**src/rtl/pwm_capture_pkg.sv**
```systemverilog
// rtl/pwm_capture_pkg.sv - shared register offsets, status bit indices and capture FSM states
package pwm_capture_pkg;

    // Register offsets, decoded from PADDR[12:0]
    localparam logic [12:0] ADDR_XW   = 13'h100;
    localparam logic [12:0] ADDR_YW   = 13'h104;
    localparam logic [12:0] ADDR_XP   = 13'h108;
    localparam logic [12:0] ADDR_YP   = 13'h10C;
    localparam logic [12:0] ADDR_STAT = 13'h110;

    // Bit positions inside the status register
    localparam int STAT_X_VALID = 0;
    localparam int STAT_Y_VALID = 1;
    localparam int STAT_X_NEW   = 2;
    localparam int STAT_Y_NEW   = 3;
    localparam int STAT_X_LOST  = 4;
    localparam int STAT_Y_LOST  = 5;
    localparam int STAT_W       = 6;

    typedef enum logic [1:0] {
        SYNC = 2'd0,
        HIGH = 2'd1,
        LOW  = 2'd2
    } cap_state_t;

endpackage

```
**src/rtl/pwm_capture_channel.sv**
```systemverilog
// rtl/pwm_capture_channel.sv - single-channel PWM width/period capture engine
//
// Ports:
//   i_clk, i_rst     clock, synchronous active-high reset
//   i_pwm            asynchronous PWM input
//   i_clr_new        clear the new-measurement flag (commit in the same cycle wins)
//   i_clr_lost       clear the lost flag (timeout in the same cycle wins)
//   o_width          latched high-pulse width in clock cycles
//   o_period         latched rise-to-rise period in clock cycles
//   o_valid          a measurement is held
//   o_new            a measurement was committed since the last clear
//   o_lost           the channel timed out since the last clear
module pwm_capture_channel
    import pwm_capture_pkg::*;
#(
    parameter int TIMEOUT = 5000000,
    parameter int CNT_W   = 32
) (
    input  logic             i_clk,
    input  logic             i_rst,
    input  logic             i_pwm,
    input  logic             i_clr_new,
    input  logic             i_clr_lost,
    output logic [CNT_W-1:0] o_width,
    output logic [CNT_W-1:0] o_period,
    output logic             o_valid,
    output logic             o_new,
    output logic             o_lost
);

    localparam logic [CNT_W-1:0] TMO = CNT_W'(TIMEOUT);

    logic             r_s1, r_s2, r_s3;
    logic [2:0]       r_arm;
    cap_state_t       r_state;
    logic [CNT_W-1:0] r_cnt, r_pend, r_width, r_period;
    logic             r_valid, r_new, r_lost;

    cap_state_t       w_state_nxt;
    logic [CNT_W-1:0] w_cnt_nxt, w_pend_nxt, w_width_nxt, w_period_nxt;
    logic             w_valid_nxt, w_new_nxt, w_lost_nxt;
    logic             w_commit, w_tmo;
    logic             w_rise, w_fall;

    // The synchronizer flops restart from 0, so an input already high at
    // reset release would look like a rise. r_arm fills with ones as real
    // samples reach r_s3; rises are only trusted once the pipeline is full,
    // which keeps a pulse that straddles reset from being measured.
    assign w_rise = r_s2 & ~r_s3 & r_arm[2];
    assign w_fall = ~r_s2 & r_s3;

    always_ff @(posedge i_clk) begin
        if (i_rst) begin
            r_s1     <= 1'b0;
            r_s2     <= 1'b0;
            r_s3     <= 1'b0;
            r_arm    <= '0;
            r_state  <= SYNC;
            r_cnt    <= '0;
            r_pend   <= '0;
            r_width  <= '0;
            r_period <= '0;
            r_valid  <= 1'b0;
            r_new    <= 1'b0;
            r_lost   <= 1'b0;
        end else begin
            r_s1     <= i_pwm;
            r_s2     <= r_s1;
            r_s3     <= r_s2;
            r_arm    <= {r_arm[1:0], 1'b1};
            r_state  <= w_state_nxt;
            r_cnt    <= w_cnt_nxt;
            r_pend   <= w_pend_nxt;
            r_width  <= w_width_nxt;
            r_period <= w_period_nxt;
            r_valid  <= w_valid_nxt;
            r_new    <= w_new_nxt;
            r_lost   <= w_lost_nxt;
        end
    end

    always_comb begin
        w_state_nxt  = r_state;
        w_cnt_nxt    = r_cnt;
        w_pend_nxt   = r_pend;
        w_width_nxt  = r_width;
        w_period_nxt = r_period;
        w_valid_nxt  = r_valid;
        w_commit     = 1'b0;
        w_tmo        = 1'b0;

        case (r_state)
            SYNC: begin
                w_cnt_nxt = '0;
                if (w_rise) begin
                    w_state_nxt = HIGH;
                    w_cnt_nxt   = CNT_W'(1);
                end
            end
            HIGH: begin
                if (r_cnt == TMO) begin
                    w_tmo = 1'b1;
                end else begin
                    w_cnt_nxt = r_cnt + CNT_W'(1);
                    if (w_fall) begin
                        w_state_nxt = LOW;
                        w_pend_nxt  = r_cnt;
                    end
                end
            end
            LOW: begin
                // Timeout is checked first so a rise landing on the timeout
                // cycle is dropped; the following rise restarts capture.
                if (r_cnt == TMO) begin
                    w_tmo = 1'b1;
                end else if (w_rise) begin
                    w_state_nxt  = HIGH;
                    w_cnt_nxt    = CNT_W'(1);
                    w_commit     = 1'b1;
                    w_width_nxt  = r_pend;
                    w_period_nxt = r_cnt;
                    w_valid_nxt  = 1'b1;
                end else begin
                    w_cnt_nxt = r_cnt + CNT_W'(1);
                end
            end
            default: begin
                w_state_nxt = SYNC;
                w_cnt_nxt   = '0;
            end
        endcase

        if (w_tmo) begin
            w_state_nxt  = SYNC;
            w_cnt_nxt    = '0;
            w_width_nxt  = '0;
            w_period_nxt = '0;
            w_valid_nxt  = 1'b0;
        end

        // Set beats clear on both sticky flags
        w_new_nxt  = w_commit | (r_new & ~i_clr_new);
        w_lost_nxt = w_tmo | (r_lost & ~i_clr_lost);
    end

    assign o_width  = r_width;
    assign o_period = r_period;
    assign o_valid  = r_valid;
    assign o_new    = r_new;
    assign o_lost   = r_lost;

endmodule

```
**src/rtl/pwm_capture.sv**
```systemverilog
// rtl/pwm_capture.sv - APB3 two-channel servo PWM width/period capture
//
// Ports:
//   PCLK, PRESET        clock, synchronous active-high reset
//   PSEL, PENABLE       APB select / access phase
//   PWRITE              1 = write, 0 = read
//   PADDR, PWDATA       address (bits 12:0 decoded) and write data
//   PRDATA              read data, combinational from PADDR while PSEL && !PWRITE
//   PREADY, PSLVERR     constant 1 / constant 0
//   x_pwm_in, y_pwm_in  asynchronous PWM inputs
module pwm_capture
    import pwm_capture_pkg::*;
#(
    parameter int TIMEOUT = 5000000,
    parameter int CNT_W   = 32
) (
    input  logic        PCLK,
    input  logic        PRESET,
    input  logic        PSEL,
    input  logic        PENABLE,
    input  logic        PWRITE,
    input  logic [31:0] PADDR,
    input  logic [31:0] PWDATA,
    output logic [31:0] PRDATA,
    output logic        PREADY,
    output logic        PSLVERR,
    input  logic        x_pwm_in,
    input  logic        y_pwm_in
);

    logic [12:0]       w_addr;
    logic              w_rd_en, w_rd_acc, w_wr_acc;
    logic              w_clr_new_x, w_clr_new_y, w_clr_lost_x, w_clr_lost_y;
    logic [CNT_W-1:0]  w_x_width, w_x_period, w_y_width, w_y_period;
    logic              w_x_valid, w_x_new, w_x_lost;
    logic              w_y_valid, w_y_new, w_y_lost;
    logic [STAT_W-1:0] w_status;
    logic              w_unused;

    assign w_addr   = PADDR[12:0];
    assign w_rd_en  = PSEL & ~PWRITE;
    assign w_rd_acc = w_rd_en & PENABLE;
    assign w_wr_acc = PSEL & PWRITE & PENABLE;

    // Reading a width register acknowledges that channel's new measurement
    assign w_clr_new_x  = w_rd_acc && (w_addr == ADDR_XW);
    assign w_clr_new_y  = w_rd_acc && (w_addr == ADDR_YW);
    assign w_clr_lost_x = w_wr_acc && (w_addr == ADDR_STAT) && PWDATA[STAT_X_LOST];
    assign w_clr_lost_y = w_wr_acc && (w_addr == ADDR_STAT) && PWDATA[STAT_Y_LOST];

    assign w_unused = ^{PADDR[31:13], PWDATA[31:6], PWDATA[3:0]};

    pwm_capture_channel #(.TIMEOUT(TIMEOUT), .CNT_W(CNT_W)) u_ch_x (
        .i_clk      (PCLK),
        .i_rst      (PRESET),
        .i_pwm      (x_pwm_in),
        .i_clr_new  (w_clr_new_x),
        .i_clr_lost (w_clr_lost_x),
        .o_width    (w_x_width),
        .o_period   (w_x_period),
        .o_valid    (w_x_valid),
        .o_new      (w_x_new),
        .o_lost     (w_x_lost)
    );

    pwm_capture_channel #(.TIMEOUT(TIMEOUT), .CNT_W(CNT_W)) u_ch_y (
        .i_clk      (PCLK),
        .i_rst      (PRESET),
        .i_pwm      (y_pwm_in),
        .i_clr_new  (w_clr_new_y),
        .i_clr_lost (w_clr_lost_y),
        .o_width    (w_y_width),
        .o_period   (w_y_period),
        .o_valid    (w_y_valid),
        .o_new      (w_y_new),
        .o_lost     (w_y_lost)
    );

    always_comb begin
        w_status               = '0;
        w_status[STAT_X_VALID] = w_x_valid;
        w_status[STAT_Y_VALID] = w_y_valid;
        w_status[STAT_X_NEW]   = w_x_new;
        w_status[STAT_Y_NEW]   = w_y_new;
        w_status[STAT_X_LOST]  = w_x_lost;
        w_status[STAT_Y_LOST]  = w_y_lost;
    end

    always_comb begin
        PRDATA = '0;
        if (w_rd_en) begin
            case (w_addr)
                ADDR_XW:   PRDATA = 32'(w_x_width);
                ADDR_YW:   PRDATA = 32'(w_y_width);
                ADDR_XP:   PRDATA = 32'(w_x_period);
                ADDR_YP:   PRDATA = 32'(w_y_period);
                ADDR_STAT: PRDATA = 32'(w_status);
                default:   PRDATA = '0;
            endcase
        end
    end

    assign PREADY  = 1'b1;
    assign PSLVERR = 1'b0;

endmodule

```
**config.mk**
```make
export PLATFORM = sky130hd
export DESIGN_NAME = pwm_capture
export DESIGN_NICKNAME = d
export VERILOG_FILES = /design/src/rtl/pwm_capture_pkg.sv /design/src/rtl/pwm_capture_channel.sv /design/src/rtl/pwm_capture.sv
export SDC_FILE = /design/constraint.sdc
export NUM_CORES = 1
export LEC_CHECK = 0
export BUFFER_PORTS_ARGS = -buffer_cell sky130_fd_sc_hd__buf_2
export CORE_ASPECT_RATIO = 1.25
export CORE_MARGIN = 3
export CORE_UTILIZATION = 55
export DETAILED_ROUTE_END_ITERATION = 8
export PLACE_DENSITY = 0.7
export SLEW_MARGIN = 40
export SYNTH_ARGS = -nofsm -noshare
export SYNTH_HDL_FRONTEND = slang
export SYNTH_SLANG_ARGS = --single-unit
```
**constraint.sdc**
```tcl
create_clock -name PCLK -period 6.2 [get_ports PCLK]
set_input_delay 1.24 -clock PCLK [delete_from_list [all_inputs] [get_ports PCLK]]
set_output_delay 1.24 -clock PCLK [all_outputs]
set_load 0.1 [all_outputs]
```
==> impl_metrics.ini, run 1 <==
[logic_synthesis]
synth-async-reset-ratio_pct = 0
synth-edff-count = 0
netlist_area_sq_mm = 0.0119
synth_ff_type = sky130_fd_sc_hd__dfxtp_1
post_synth.cell_area_avg_sq_um = 10.1
netlist_top_cells_area = sky130_fd_sc_hd__dfxtp_1 46%, sky130_fd_sc_hd__mux2i_1 16%, sky130_fd_sc_hd__nor2_1 8.8%
synthesis.yosys.warnings = 0
synth-seq-cells = 275
netlist_instances = 1176
synth_cell_types = 58
post-synth-top-area-cell = sky130_fd_sc_hd__dfxtp_1
yosysSeqAreaShare_pct = 46.2
yosys.area.top_type_share_pct = 46.2
postSynthNetCount = 1259

[floorplanning]
start_util_pct = 56.7
ioPinCount = 105
die_width_um = 138
core.rowCount = 59
coreArea_sq_mm = 0.0210
fp.dieH_um = 171
die_area_sq_mm = 0.0235

[critical_path]
worstSetupEndpointType = output pin
worst_path_largest_cell_delay_ns = 0.60
critical_path.most_common_cell = sky130_fd_sc_hd__buf_2
timing.critical_path.buf_inv = 2
worst_path_dominant_cell_family = simple AND/OR/NAND/NOR gates
crit_arrival_ns = 3.68
r2r-start = u_ch_x.r_cnt[0]
crit_path_start = PADDR[11]
reg2reg_setup_slack_ns = 2.96
crit_path_start_kind = input pin
crit_slowest_cell = sky130_fd_sc_hd__nand2b_2
timing.critical_path.required_ns = 4.96
critical_path_maximum_fanout = 26
timing.critical_path.cells = buf_2 -> nor4b_1 -> nand3_1 -> nand4bb_1 -> nand2b_2 -> nor2b_1 -> buf_2
worstSetupPathType = input pin to output pin

[global_routing]
grt-ovfl-total = 0
grt_max_degree = 77
grt_pass1_vias = 8179
grt_antenna_before_repair = 1
grt_first_pass_wirelength_um = 42500
track_usage_pct = 22.5

[sta]
clock_skew_ns = 0.00926
timing.final.setup_violations = 0
fin_setup_tns_ns = 0
timing.max_slew.rel_slack_pct = 45.0
grt_setup_unrepaired = no
finalCriticalPeriod_ns = 4.92
worst_pin_slew_ns = 0.825
period_share_pct = 79.3
final-hold-violation-count = 0
fmaxAchievable_mhz = 203
slew_violations = 0
finalHoldWorstSlack_ns = 0.435

[outcome]
run_status = completed

[pwr]
power_share_of_the_sequential_group_pct = 49.6
power_density_mw_per_mm2 = 270
worst_ir_drop_vdd_mv = 0.235
total_leakage_power_nw = 6.08
switching_share_pct = 20.2
final_power_mw = 3.57
combinationalPowerShare_pct = 2.0
net-switching-power_mw = 0.721
cell_internal_pwr_mw = 2.85
p_clk_share_pct = 48.4

[finish]
antenna_cells = 0
layout.cells.most_common = sky130_fd_sc_hd__nor2_1
areaGrowthSynthToFinish_pct = 10.9
fin_nets = 1276
drive_gt1_share_pct = 13.6
fin_util_pct = 62.9
post_route_cell_area_sq_mm = 0.0132
num-fill-cells = 1773
top_library_cells_by_usage_in_the_layout_fill_and_taps_aside = 279 x sky130_fd_sc_hd__nor2_1, 275 x sky130_fd_sc_hd__dfxtp_1, 194 x sky130_fd_sc_hd__mux2i_1, 53 x sky130_fd_sc_hd__buf_2, 33 x sky130_fd_sc_hd__nor2b_1

[drt]
vias_per_cell = 5.66
avgRoutedWirePerCell_um = 17.6
postRouteAntennaNets = 0
route.final.wire_length_um = 26100
drt-pass1-iter-count = 5
vias = 8407
drcViolationCount = 0
drt-initial-drc-count = 439

[placement]
detailed_place_hpwl_um = 16900
place.port_buffers = 53
dpl_cell_area_sq_mm = 0.0123
place.gp.congestion = 0.807

[clocking]
clkTransAtPathRegs_ns = 0.06
cts_max_path_buffers = 3
post_cts.repair.setup_buffers = 0
htree_num_levels = 1
root_buffer = sky130_fd_sc_hd__clkbuf_16
cts_tree = built
cts.hold.buffers_added = 0
number_of_sinks_driven_by_the_clock_tree = 275
cts_inserted_buffers = 27
cts-resized-gates = 0
clock_insertion_delay_worst_skew_ns = 0.52

[worst_hold_path]
holdCritStartpoint = u_ch_y.r_arm[1]
hold_path_class = flip-flop to flip-flop

[run]
drv_cap = 0
worst paths after layout:
kind | depth (start not counted) | to
worst max-delay path | 7 | PRDATA[30]
worst min-delay path | 1 | u_ch_y.r_arm[2]
worst max register to register | 8 | u_ch_x.o_period[17]
worst min register to register | 1 | u_ch_y.r_arm[2]
cell families (layout without fill, tap and decap cells):
group | count (synthesis) | in the layout | share of synthesized area (%)
AOI/OAI and AO/OA | 55 | 55 | 3.32
xor gates and xnor gates | 54 | 54 | 3.97
adders and majority gates | 12 | 12 | 1.26
buffers and inverters | 98 | 134 | 4.26
DFF | 275 | 275 | 46.2
muxes | 226 | 226 | 22.3
other | 2 | 2 | 0.0630
and+or+nand+nor | 454 | 454 | 18.6
area by class of cell:
cell class                 count  area [sq um]  area share, %
multi-input combinational    803          5980           45.2
inverter                      22          82.6          0.624
timing repair buffer          64           359           2.72
clock buffer                  38           797           6.03
tap                          274           343           2.59
sequential                   275          5510           41.6
clock inverter                10           158           1.19
power groups by stage:
stage | Combinational [mW] | Clock (mW) | Sequential [mW]
after floorplan | 0.0512 | 0 | 1.81
after global placement | 0.0715 | 0 | 1.81
after detailed placement | 0.0724 | 0 | 1.81
after CTS | 0.0724 | 1.76 | 1.77
after global routing | 0.0776 | 1.83 | 1.77
final | 0.0714 | 1.73 | 1.77
state kept, by name, indices dropped and copies added, names as in the netlist, 2 cells and up:
register / count
u_ch_x.o_period: 32
u_ch_x.o_width: 32
u_ch_x.r_cnt: 32
u_ch_x.r_pend: 32
u_ch_x.r_state: 2
u_ch_y.o_period: 32
u_ch_y.o_width: 32
u_ch_y.r_arm: 3
u_ch_y.r_cnt: 32
u_ch_y.r_pend: 32
u_ch_y.r_state: 2
cells in the mapped netlist, types with 6 or more instances:
cell / number
sky130_fd_sc_hd__a21oi_1: 16
sky130_fd_sc_hd__a22oi_1: 6
sky130_fd_sc_hd__and3_1: 6
sky130_fd_sc_hd__and4_1: 9
sky130_fd_sc_hd__buf_2: 25
sky130_fd_sc_hd__buf_4: 7
sky130_fd_sc_hd__buf_6: 11
sky130_fd_sc_hd__clkbuf_1: 29
sky130_fd_sc_hd__dfxtp_1: 275
sky130_fd_sc_hd__ha_1: 12
sky130_fd_sc_hd__inv_1: 22
sky130_fd_sc_hd__mux2i_1: 194
sky130_fd_sc_hd__mux4_2: 32
sky130_fd_sc_hd__nand2_1: 22
sky130_fd_sc_hd__nand3_1: 22
sky130_fd_sc_hd__nand4_1: 20
sky130_fd_sc_hd__nor2_1: 279
sky130_fd_sc_hd__nor2b_1: 33
sky130_fd_sc_hd__nor3_1: 13
sky130_fd_sc_hd__nor4_1: 7
sky130_fd_sc_hd__o21ai_0: 12
sky130_fd_sc_hd__xnor2_1: 23
sky130_fd_sc_hd__xor2_1: 31
metal layers:
layer  vias up  GRT usage [%]  share of wire (%)  wire [um]
li1       4079              -                  -          -
met1      4157           30.9                 45      11800
met2       129           37.7                 48      12600
met3        40           2.59                4.1       1080
met4         2           6.21                2.2        566
met5         -              0              0.034          9
metrics by stage:
step                      cells  worst slack, ns
after global routing       1486             1.15
after floorplan            1176             1.04
after CTS                  1486             1.31
final                      1486             1.28
after detailed placement   1438             1.32
after global placement     1438             1.17
(Power assumes the default switching activity.)
==> run 2, diff against run 1 <==
- CORE_UTILIZATION: 55 -> 54
- PLACE_DENSITY: 0.7 -> 0.72
- clock period: 6.2 -> 4.3 ns (I/O delays scaled with it)
==> run 2 against run 1 <==
Against the previous run:
- wire length increased by 2.4%
- critical path depth increased by 1
- clock skew increased by 0.0032 ns
- register-to-register slack got worse by 1.5 ns
- cell count grew 1.1%
- via count is 1.3% higher
- largest cell class unchanged
- highest routed layer is now met4
==> impl_metrics.ini, run 2 (same netlist as run 1, synthesis figures left out) <==
[clocking]
cts_tree = built
post_cts.repair.setup_buffers = 0
clkTransAtPathRegs_ns = 0.06
cts_max_path_buffers = 3
cts_inserted_buffers = 27
number_of_sinks_driven_by_the_clock_tree = 275
root_buffer = sky130_fd_sc_hd__clkbuf_16
cts-resized-gates = 0
clock_insertion_delay_worst_skew_ns = 0.54
cts.hold.buffers_added = 0
htree_num_levels = 1

[global_routing]
grt_first_pass_wirelength_um = 43200
grt_max_degree = 77
grt_pass1_vias = 8335
grt_antenna_before_repair = 0
grt-ovfl-total = 0
track_usage_pct = 22.0

[sta]
timing.final.setup_violations = 0
slew_violations = 0
fmaxAchievable_mhz = 260
clock_skew_ns = 0.0125
timing.max_slew.rel_slack_pct = 48.0
finalCriticalPeriod_ns = 3.84
finalHoldWorstSlack_ns = 0.437
worst_pin_slew_ns = 0.781
period_share_pct = 89.3
grt_setup_unrepaired = no
final-hold-violation-count = 0

[drt]
routed.top_layer = met4
vias_per_cell = 5.67
met2_wirelength_um = 13300
drt-pass1-iter-count = 5
wl_met3_um = 1300
vias = 8514
drcViolationCount = 0
m1WireLength_um = 11600
route.final.wire_length_um = 26800
drt-initial-drc-count = 498
avgRoutedWirePerCell_um = 17.8
postRouteAntennaNets = 0

[critical_path]
worst_path_largest_cell_delay_ns = 0.44
timing.critical_path.required_ns = 3.44
critical_path_maximum_fanout = 16
crit_path_start_kind = input pin
crit_slowest_cell = sky130_fd_sc_hd__buf_2
crit_path_start = PADDR[11]
critical_path.most_common_cell = sky130_fd_sc_hd__buf_2
timing.critical_path.cells = buf_2 -> nor4b_1 -> nand3_1 -> nand4bb_1 -> nand2b_1 -> buf_4 -> nor2b_1 -> buf_2
crit_arrival_ns = 2.98
r2r-start = u_ch_x.r_cnt[0]
worstSetupPathType = input pin to output pin
worstSetupEndpointType = output pin

[floorplanning]
die_width_um = 139
core.rowCount = 60
start_util_pct = 55.1
ioPinCount = 105
fp.dieH_um = 172
coreArea_sq_mm = 0.0216
die_area_sq_mm = 0.0239

[placement]
place.gp.congestion = 0.841
detailed_place_hpwl_um = 17700
place.port_buffers = 53

[finish]
top_library_cells_by_usage_in_the_layout_fill_and_taps_aside = 279 x sky130_fd_sc_hd__nor2_1, 275 x sky130_fd_sc_hd__dfxtp_1, 194 x sky130_fd_sc_hd__mux2i_1, 53 x sky130_fd_sc_hd__buf_2, 33 x sky130_fd_sc_hd__nor2b_1
antenna_cells = 0
fin_nets = 1286
fin_util_pct = 61.9
layout.cells.most_common = sky130_fd_sc_hd__nor2_1
drive_gt1_share_pct = 14.5
areaGrowthSynthToFinish_pct = 12.3

[worst_hold_path]
holdCritStartpoint = u_ch_y.r_arm[1]
hold_path_class = flip-flop to flip-flop

[pwr]
total_leakage_power_nw = 6.17
power_density_mw_per_mm2 = 384
worst_ir_drop_vdd_mv = 0.271

[outcome]
run_status = completed

[run]
drv_cap = 0
==> run 2: cell count changes in the layout (fill, tap and decap cells not counted), moves of 2 or more <==
cell	delta
sky130_fd_sc_hd__buf_12	+7
sky130_fd_sc_hd__buf_8	+2
sky130_fd_sc_hd__clkinv_2	+5
sky130_fd_sc_hd__clkbuf_1	-2
sky130_fd_sc_hd__buf_6	-2
sky130_fd_sc_hd__clkbuf_8	-2
sky130_fd_sc_hd__buf_4	+3
==> run 2: worst paths after layout <==
check | endpoint | slack (ns) | cells past startpoint
worst min-delay path | u_ch_y.r_arm[2] | 0.44 | 1
worst min register to register | u_ch_y.r_arm[2] | 0.44 | 1
worst max-delay path | PRDATA[18] | 0.46 | 8
worst max register to register | u_ch_x.o_width[4] | 1.44 | 8
==> run 2: layer usage <==
metal / vias up / global-route usage, %
li1: 4105 / -
met1: 4189 / 28.3
met2: 180 / 39.1
met3: 40 / 2.74
met4: 0 / 6.68
met5: - / 0
==> run 2: layout make-up <==
| cell class | instances | area, sq um |
|---|---|---|
| clock buffer | 34 | 762 |
| clock inverter | 15 | 181 |
| fill | 1786 | 8230 |
| inverter | 22 | 82.6 |
| multi-input combinational | 803 | 5980 |
| sequential | 275 | 5510 |
| tap | 279 | 349 |
| timing repair buffer | 74 | 529 |
==> run 2: critical path: cells and delay by family <==
| kind | cells | cell delay, ns |
|---|---|---|
| buffers and inverters | 3 | 0.75 |
| and+or+nand+nor | 5 | 1.36 |
==> run 2: power by group <==
part	total (mW)	switching, mW	leakage, nW	internal, mW
combinational	0.107	0.0763	3.48	0.0308
clock	2.48	0.992	0.473	1.49
sequential	2.55	0.00324	2.22	2.55
==> run 2: metrics by stage <==
stage / TNS, ns / power (mW) / setup WS, ns / cells / cell area, sq um
after floorplan: -1.94 / 2.68 / -0.0970 / 1176 / 11900
after global placement: 0 / 2.72 / 0.506 / 1451 / 12400
after detailed placement: 0 / 2.72 / 0.441 / 1453 / 12400
after CTS: 0 / 5.19 / 0.441 / 1502 / 13400
after global routing: 0 / 5.29 / 0.233 / 1502 / 13400
final: 0 / 5.14 / 0.460 / 1502 / 13400
